File: src/rtl/counter_seq.sv
// Run-control sequencer owning a WIDTH-bit count register: start/stop, up/down, terminal value, pass count.
// Optional HOLD/pause support is compiled in with `define COUNTER_SEQ_PAUSE_EN.
module counter_seq #(
  parameter int WIDTH  = 4,
  parameter int LOOP_W = 4
) (
  input  logic              CLK,
  input  logic              RESET,
  input  logic              start,
  input  logic              stop,
  input  logic              pause,
  input  logic              dir,
  input  logic [WIDTH-1:0]  limit,
  input  logic [LOOP_W-1:0] loops,
  output logic [WIDTH-1:0]  out,
  output logic              busy,
  output logic              wrap,
  output logic              done,
  output logic [LOOP_W-1:0] loop_cnt
);

  typedef enum logic [1:0] {
    IDLE = 2'd0,
    RUN  = 2'd1,
    DONE = 2'd2
`ifdef COUNTER_SEQ_PAUSE_EN
    ,
    HOLD = 2'd3
`endif
  } state_t;

  state_t            state, state_n;
  logic [WIDTH-1:0]  out_n, limit_q, limit_n, s_val, t_val;
  logic [LOOP_W-1:0] lc_n, loops_q, loops_n;
  logic              dir_q, dir_n, wrap_n, busy_n, done_n;

`ifndef COUNTER_SEQ_PAUSE_EN
  logic unused_pause;
  assign unused_pause = pause;
`endif

  assign s_val = dir_q ? limit_q : '0;
  assign t_val = dir_q ? '0 : limit_q;

  always_comb begin
    state_n = state;
    out_n   = out;
    lc_n    = loop_cnt;
    wrap_n  = 1'b0;
    dir_n   = dir_q;
    limit_n = limit_q;
    loops_n = loops_q;
    case (state)
      IDLE: begin
        if (start) begin
          dir_n   = dir;
          limit_n = limit;
          loops_n = loops;
          out_n   = dir ? limit : '0;
          lc_n    = '0;
          state_n = RUN;
        end
      end
`ifdef COUNTER_SEQ_PAUSE_EN
      RUN, HOLD: begin
`else
      RUN: begin
`endif
        if (stop) begin
          state_n = IDLE;
`ifdef COUNTER_SEQ_PAUSE_EN
        end else if (pause) begin
          state_n = HOLD;
`endif
        end else begin
          // Leaving HOLD steps on the same edge, so resume costs no extra cycle.
          state_n = RUN;
          if (out != t_val) begin
            out_n = dir_q ? out - 1'b1 : out + 1'b1;
          end else if (loop_cnt == loops_q) begin
            state_n = DONE;
            lc_n    = loop_cnt + 1'b1;
          end else begin
            out_n  = s_val;
            lc_n   = loop_cnt + 1'b1;
            wrap_n = 1'b1;
          end
        end
      end
      DONE:    state_n = IDLE;
      default: state_n = IDLE;
    endcase
`ifdef COUNTER_SEQ_PAUSE_EN
    busy_n = (state_n == RUN) || (state_n == HOLD);
`else
    busy_n = (state_n == RUN);
`endif
    done_n = (state_n == DONE);
  end

  always_ff @(posedge CLK or negedge RESET) begin
    if (!RESET) begin
      state    <= IDLE;
      out      <= '0;
      loop_cnt <= '0;
      wrap     <= 1'b0;
      busy     <= 1'b0;
      done     <= 1'b0;
      dir_q    <= 1'b0;
      limit_q  <= '0;
      loops_q  <= '0;
    end else begin
      state    <= state_n;
      out      <= out_n;
      loop_cnt <= lc_n;
      wrap     <= wrap_n;
      busy     <= busy_n;
      done     <= done_n;
      dir_q    <= dir_n;
      limit_q  <= limit_n;
      loops_q  <= loops_n;
    end
  end

endmodule

File: config.mk
export PLATFORM = sky130hd
export DESIGN_NAME = counter_seq
export DESIGN_NICKNAME = d
export VERILOG_FILES = /design/src/rtl/counter_seq.sv
export SDC_FILE = /design/constraint.sdc
export NUM_CORES = 1
export LEC_CHECK = 0
export BUFFER_PORTS_ARGS = -buffer_cell sky130_fd_sc_hd__buf_4
export CAP_MARGIN = 20
export CORE_MARGIN = 3
export CORE_UTILIZATION = 40
export CTS_BUF_LIST = sky130_fd_sc_hd__clkbuf_16
export CTS_CLUSTER_SIZE = 20
export DETAILED_ROUTE_END_ITERATION = 16
export GPL_ROUTABILITY_DRIVEN = 1
export PLACE_DENSITY = 0.67
export SYNTH_ARGS = -nofsm -noshare
export SYNTH_HDL_FRONTEND = slang
export SYNTH_SLANG_ARGS = --single-unit
File: constraint.sdc
create_clock -name CLK -period 2.3 [get_ports CLK]
set_input_delay 0.23 -clock CLK [delete_from_list [all_inputs] [get_ports CLK]]
set_output_delay 0.23 -clock CLK [all_outputs]
set_load 0.01 [all_outputs]
Yosys cells after proc, flatten, opt, wreduce, memory -nomap -nowiden:

Cells that the tools add are included.

* reductions and logical operators: 5
* equal/unequal tests: 9
* muxes and demuxes: 22
* add/subtract/negate cells: 3

Operator list (number)
* $mux 4: 11
* $pmux 4 s2: 2
* $add 4x1->4 const B: 2
* $mux 2: 4
* $reduce_and 4->1: 2
* $ne 2x2->1 const B: 3
* $eq 2x1->1 const B: 2
* $eq 4x4->1: 1
* $mux 1: 4
* $ne 4x4->1: 1
* $pmux 2 s2: 1
* $sub 4x1->4 const B: 1
* $ne 3x3->1 const B: 1
* $eq 2x2->1 const B: 1
* $logic_not 2->1: 1
* $reduce_and 2->1: 1
* $reduce_bool 2->1: 1

* output and inout port bits: 11
* word-level logic and storage cells: 48
* register bits after elaboration: 22
* input port bits: 14

Longest topological paths before layout:

* word-level depth: 6
* mapped depth: 6
* gate-level depth less buffers: 6

Least setup slack after synthesis:

Ideal clock, no wire load.

* kind: register to register
* start point: register out[0]
* end point: register out[2]
* setup time: 0.125 ns
* clock period less this slack: 1.849 ns
* stages on the path, launching flop included: 7
* setup slack: 0.451 ns
* data arrival time: 1.724 ns
* path buffers: 1
* path through: dfrtp_1 -> or2_1 -> o32ai_2 -> o221ai_2 -> a21o_1 -> buf_6 -> mux2_4

* cells in the longest elaborated chain, start to end: 5

Ends and longest elaborated chain
* start: declaration: RTL line 15 `output logic [WIDTH-1:0] out,`
* start signal: assignment: RTL line 114 `out <= out_n;`
* $add 4x1->4 / $sub 4x1->4 (equally long branches): RTL line 79 `out_n = dir_q ? out - 1'b1 : out + 1'b1;`
* $mux 4: RTL line 79
* $mux 4: RTL line 78 `if (out != t_val) begin`
* $mux 4: RTL line 69 `if (stop) begin`
* $pmux 4 s2: RTL line 53 `case (state)`

Several ways; a longest one is shown, not always the timed one. The select of a mux whose other input is x is not followed.
A chain may end at the register's enable or synchronous reset.

Final worst setup path:

* start point: register dir_q
* end point: register loop_cnt[3]

* cells in the longest elaborated chain, start to end: 4

Ends and longest elaborated chain
* start: declaration: RTL line 35 `logic dir_q, dir_n, wrap_n, busy_n, done_n;`
* start signal: assignment: RTL line 119 `dir_q <= dir_n;`
* $mux 4: RTL line 43 `assign t_val = dir_q ? '0 : limit_q;`
* $ne 4x4->1: RTL line 78
* $ne 2x2->1 (no source line)
* $reduce_and 4->1 (no source line)
* end signal: assignment: RTL line 115 `loop_cnt <= lc_n;`
* end: declaration: RTL line 19 `output logic [LOOP_W-1:0] loop_cnt`

No other way between the ends.

==> results.yml <==
routing:
  via_per_inst: 5.58
  finalWirelength_um: 3340
  postRouteAntennaNets: 0
  wl_per_cell_um: 15.8
  drc: 0
  vias: 1184
  drtIter0Drc: 94
  drt-pass1-iter-count: 4
synth:
  synthFlopType: "dfrtp_1"
  yosys_warnings: 0
  synthTopCellsByCount: "nand2_1, dfrtp_1, nor2_1, xor2_1"
  ys_types: 37
  synth_top_area_share_pct: 40.4
  synthSimpleGateAreaFrac_pct: 22.0
  synth_area_leaders: "dfrtp_1, nand2_1, xor2_1"
  ys_seq_area_share_pct: 40.4
  synth_nets: 159
  async_reset_ff_share_pct: 100
  ys_ff_latch: 22
  synth_compound_area_share_pct: 17.4
  synth.most_common_cell: "nand2_1"
  synth_top_area_cell: "dfrtp_1"
  synth_xor_area_share_pct: 5.79
  synth-edff-count: 0
  synth_area_um2: 1360
  synth.area.mux_share_pct: 6.62
  synthCells: 141
  synth_top_family_by_area: "simple AND/OR/NAND/NOR gates"
  synth_adder_area_share_pct: 4.23
  syn_avg_cell_area_um2: 9.65
floorplanning:
  start_util_pct: 43.2
  core-area_um2: 3150
  die_w_um: 64.3
  boundaryPins: 25
  dieArea_um2: 4140
  die_height_um: 64.3
  rows: 20
sta:
  fin_worst_skew_ns: 0.00639
  min_period_ns: 2.14
  relSlewSlack_pct: 68.2
  rsz0062_at_grt: "no"
  drv_slew: 0
  fin_tns_setup_ns: 0
  setup_viol: 0
  finalHoldViolations: 0
  timing.fmax_mhz: 467
  worstMarginPinSlew_ns: 0.477
  min_period_over_period_pct: 93.2
global_routing:
  grtUsageMet3_pct: 3.69
  busiest_layer: "met2"
  overflow: 0
  grtUsageMet2_pct: 30.3
  grt_pass1_vias: 1182
  grt_max_degree: 23
  grt_pass1_wl_um: 5750
  grtUsageTotal_pct: 17.6
  met1_usage_pct: 22.5
  antenna_found_initial: 0
clocking:
  htree_levels: 1
  clock_path_buffers: 2
  root_buffer: "clkbuf_16"
  cts_inserted_buffers: 3
  cts_tree: "yes"
  clk_latency_ns: 0.26
  clk_pin_slew_ns: 0.06
  cts_resized: 0
  numClockSinks: 22
worst_setup_path:
  crit_path_max_fanout: 10
  worstPathArrival_ns: 2.32
  start_kind: "flop"
  critPathKind: "flop to flop"
  end_kind: "flop"
  required_ns: 2.47
placement:
  gp_congestion: 0.953
  dpl.hpwl_um: 2510
  io_buffers: 23
  dp_cells: 207
finish:
  area_growth_syn_to_layout_pct: 22.7
  regArea_um2: 551
  final_core_util_pct: 53.0
  multiInputGateArea_um2: 762
  fin_nets: 187
  fillerInstances: 296
  diodes: 0
  instances_no_fill: 212
  drive_gt1_share_pct: 23.8
flow_run:
  cap_violations: 0
pwr:
  p_leak_nw: 0.800
  vdd_drop_max_mv: 0.708
  p_per_area_nw_per_um2: 1190
  total_power_mw: 1.98
status:
  status: "completed"
min_path:
  hold_class: "primary input to flop"
-- metal layers --
metal	up-vias	wire length, µm
li1	553	-
met2	49	1690
met4	0	50
met3	7	218
met1	575	1380
met5	-	0
-- flip-flops by register name (all words and copies together), names as in the netlist --
name and cells:
wrap 1, loop_cnt 4, limit_q 4, done 1, loops_q 4, dir_q 1, state 2, out 4
busy 1
-- area by class of cell --
cell class,instances,share of cell area [%]
Tap cell,44,3.30
Multi-Input combinational cell,110,45.6
Sequential cell,22,33.0
Clock buffer,3,4.49
Clock inverter,1,0.225
Timing Repair Buffer,27,12.3
Inverter,5,1.12
-- final timing paths --
kind,start,endpoint,slack [ns],cells past startpoint
max in group asynchronous,RESET,loops_q[1]$_DFFE_PN0P_,1.67,2
setup reg to reg,dir_q$_DFFE_PN0P_,loop_cnt[3]$_DFFE_PN0P_,0.16,5
setup / recovery,dir_q$_DFFE_PN0P_,loop_cnt[3]$_DFFE_PN0P_,0.16,5
min in group asynchronous,RESET,limit_q[1]$_DFFE_PN0P_,0.40,2
hold / removal,loops[1],loops_q[1]$_DFFE_PN0P_,0.16,3
hold reg to reg,loops_q[1]$_DFFE_PN0P_,loops_q[1]$_DFFE_PN0P_,0.49,2
-- critical path: stages, from the launching register on --
cell and delay, ns:
dfrtp_1 0.48, or2_1 0.31, o32ai_2 0.39, o22ai_1 0.26, a211oi_1 0.38, mux2i_1 0.24
-- layout by cell type, fill, tap and decap left out, drive strengths merged --
| master | count |
|---|---|
| a21oi | 2 |
| a311oi | 1 |
| xor2 | 7 |
| nor4 | 1 |
| nor2 | 9 |
| clkbuf | 3 |
| nand3b | 2 |
| nor2b | 1 |
| nand2 | 32 |
| fa | 1 |
| o21ai | 3 |
| ha | 3 |
| or2 | 2 |
| o221ai | 3 |
| o32a | 2 |
| xnor2 | 2 |
| nand3 | 5 |
| o311ai | 2 |
| and2 | 1 |
| mux2i | 6 |
| nand2b | 3 |
| o32ai | 2 |
| a211oi | 3 |
| dfrtp | 22 |
| dlygate4sd3 | 1 |
| and3 | 6 |
| o21a | 2 |
| o22ai | 1 |
| a21o | 3 |
| a221oi | 2 |
| mux2 | 2 |
| a22oi | 1 |
| buf | 26 |
| clkinv | 1 |
| inv | 5 |
-- timing repair --
| action | CTS | global route |
|---|---|---|
| hold buffers | 1 | 0 |
| hold endpoints to repair | 22 | 0 |
| setup buffers | 0 | 0 |
-- stage by stage --
step           setup slack [ns]  cell area [µm²]  hold slack (ns)
2_1_floorplan             0.451             1360          -0.0656
3_3_place_gp              0.284             1580            0.136
3_5_place_dp              0.226             1580            0.138
4_1_cts                   0.194             1670            0.163
5_1_grt                  0.0480             1670            0.167
6_report                  0.157             1670            0.161
-- logic make-up (layout without fill, tap and decap cells) --
logic type / after synthesis / after routing
buffers and inverters: 9 / 36
adder cells (fa/ha/maj): 4 / 4
flip-flops: 22 / 22
AO/OA/AOI/OAI: 27 / 27
multiplexers: 8 / 8
XOR/XNOR: 9 / 9
AND/OR/NAND/NOR: 62 / 62
-- report_power, final --
part	switching (mW)	total [mW]	internal [mW]
clock	0.150	0.382	0.233
sequential	0.160	0.659	0.499
combinational	0.512	0.939	0.427
Note: power is estimated with default switching activity, not from simulation.
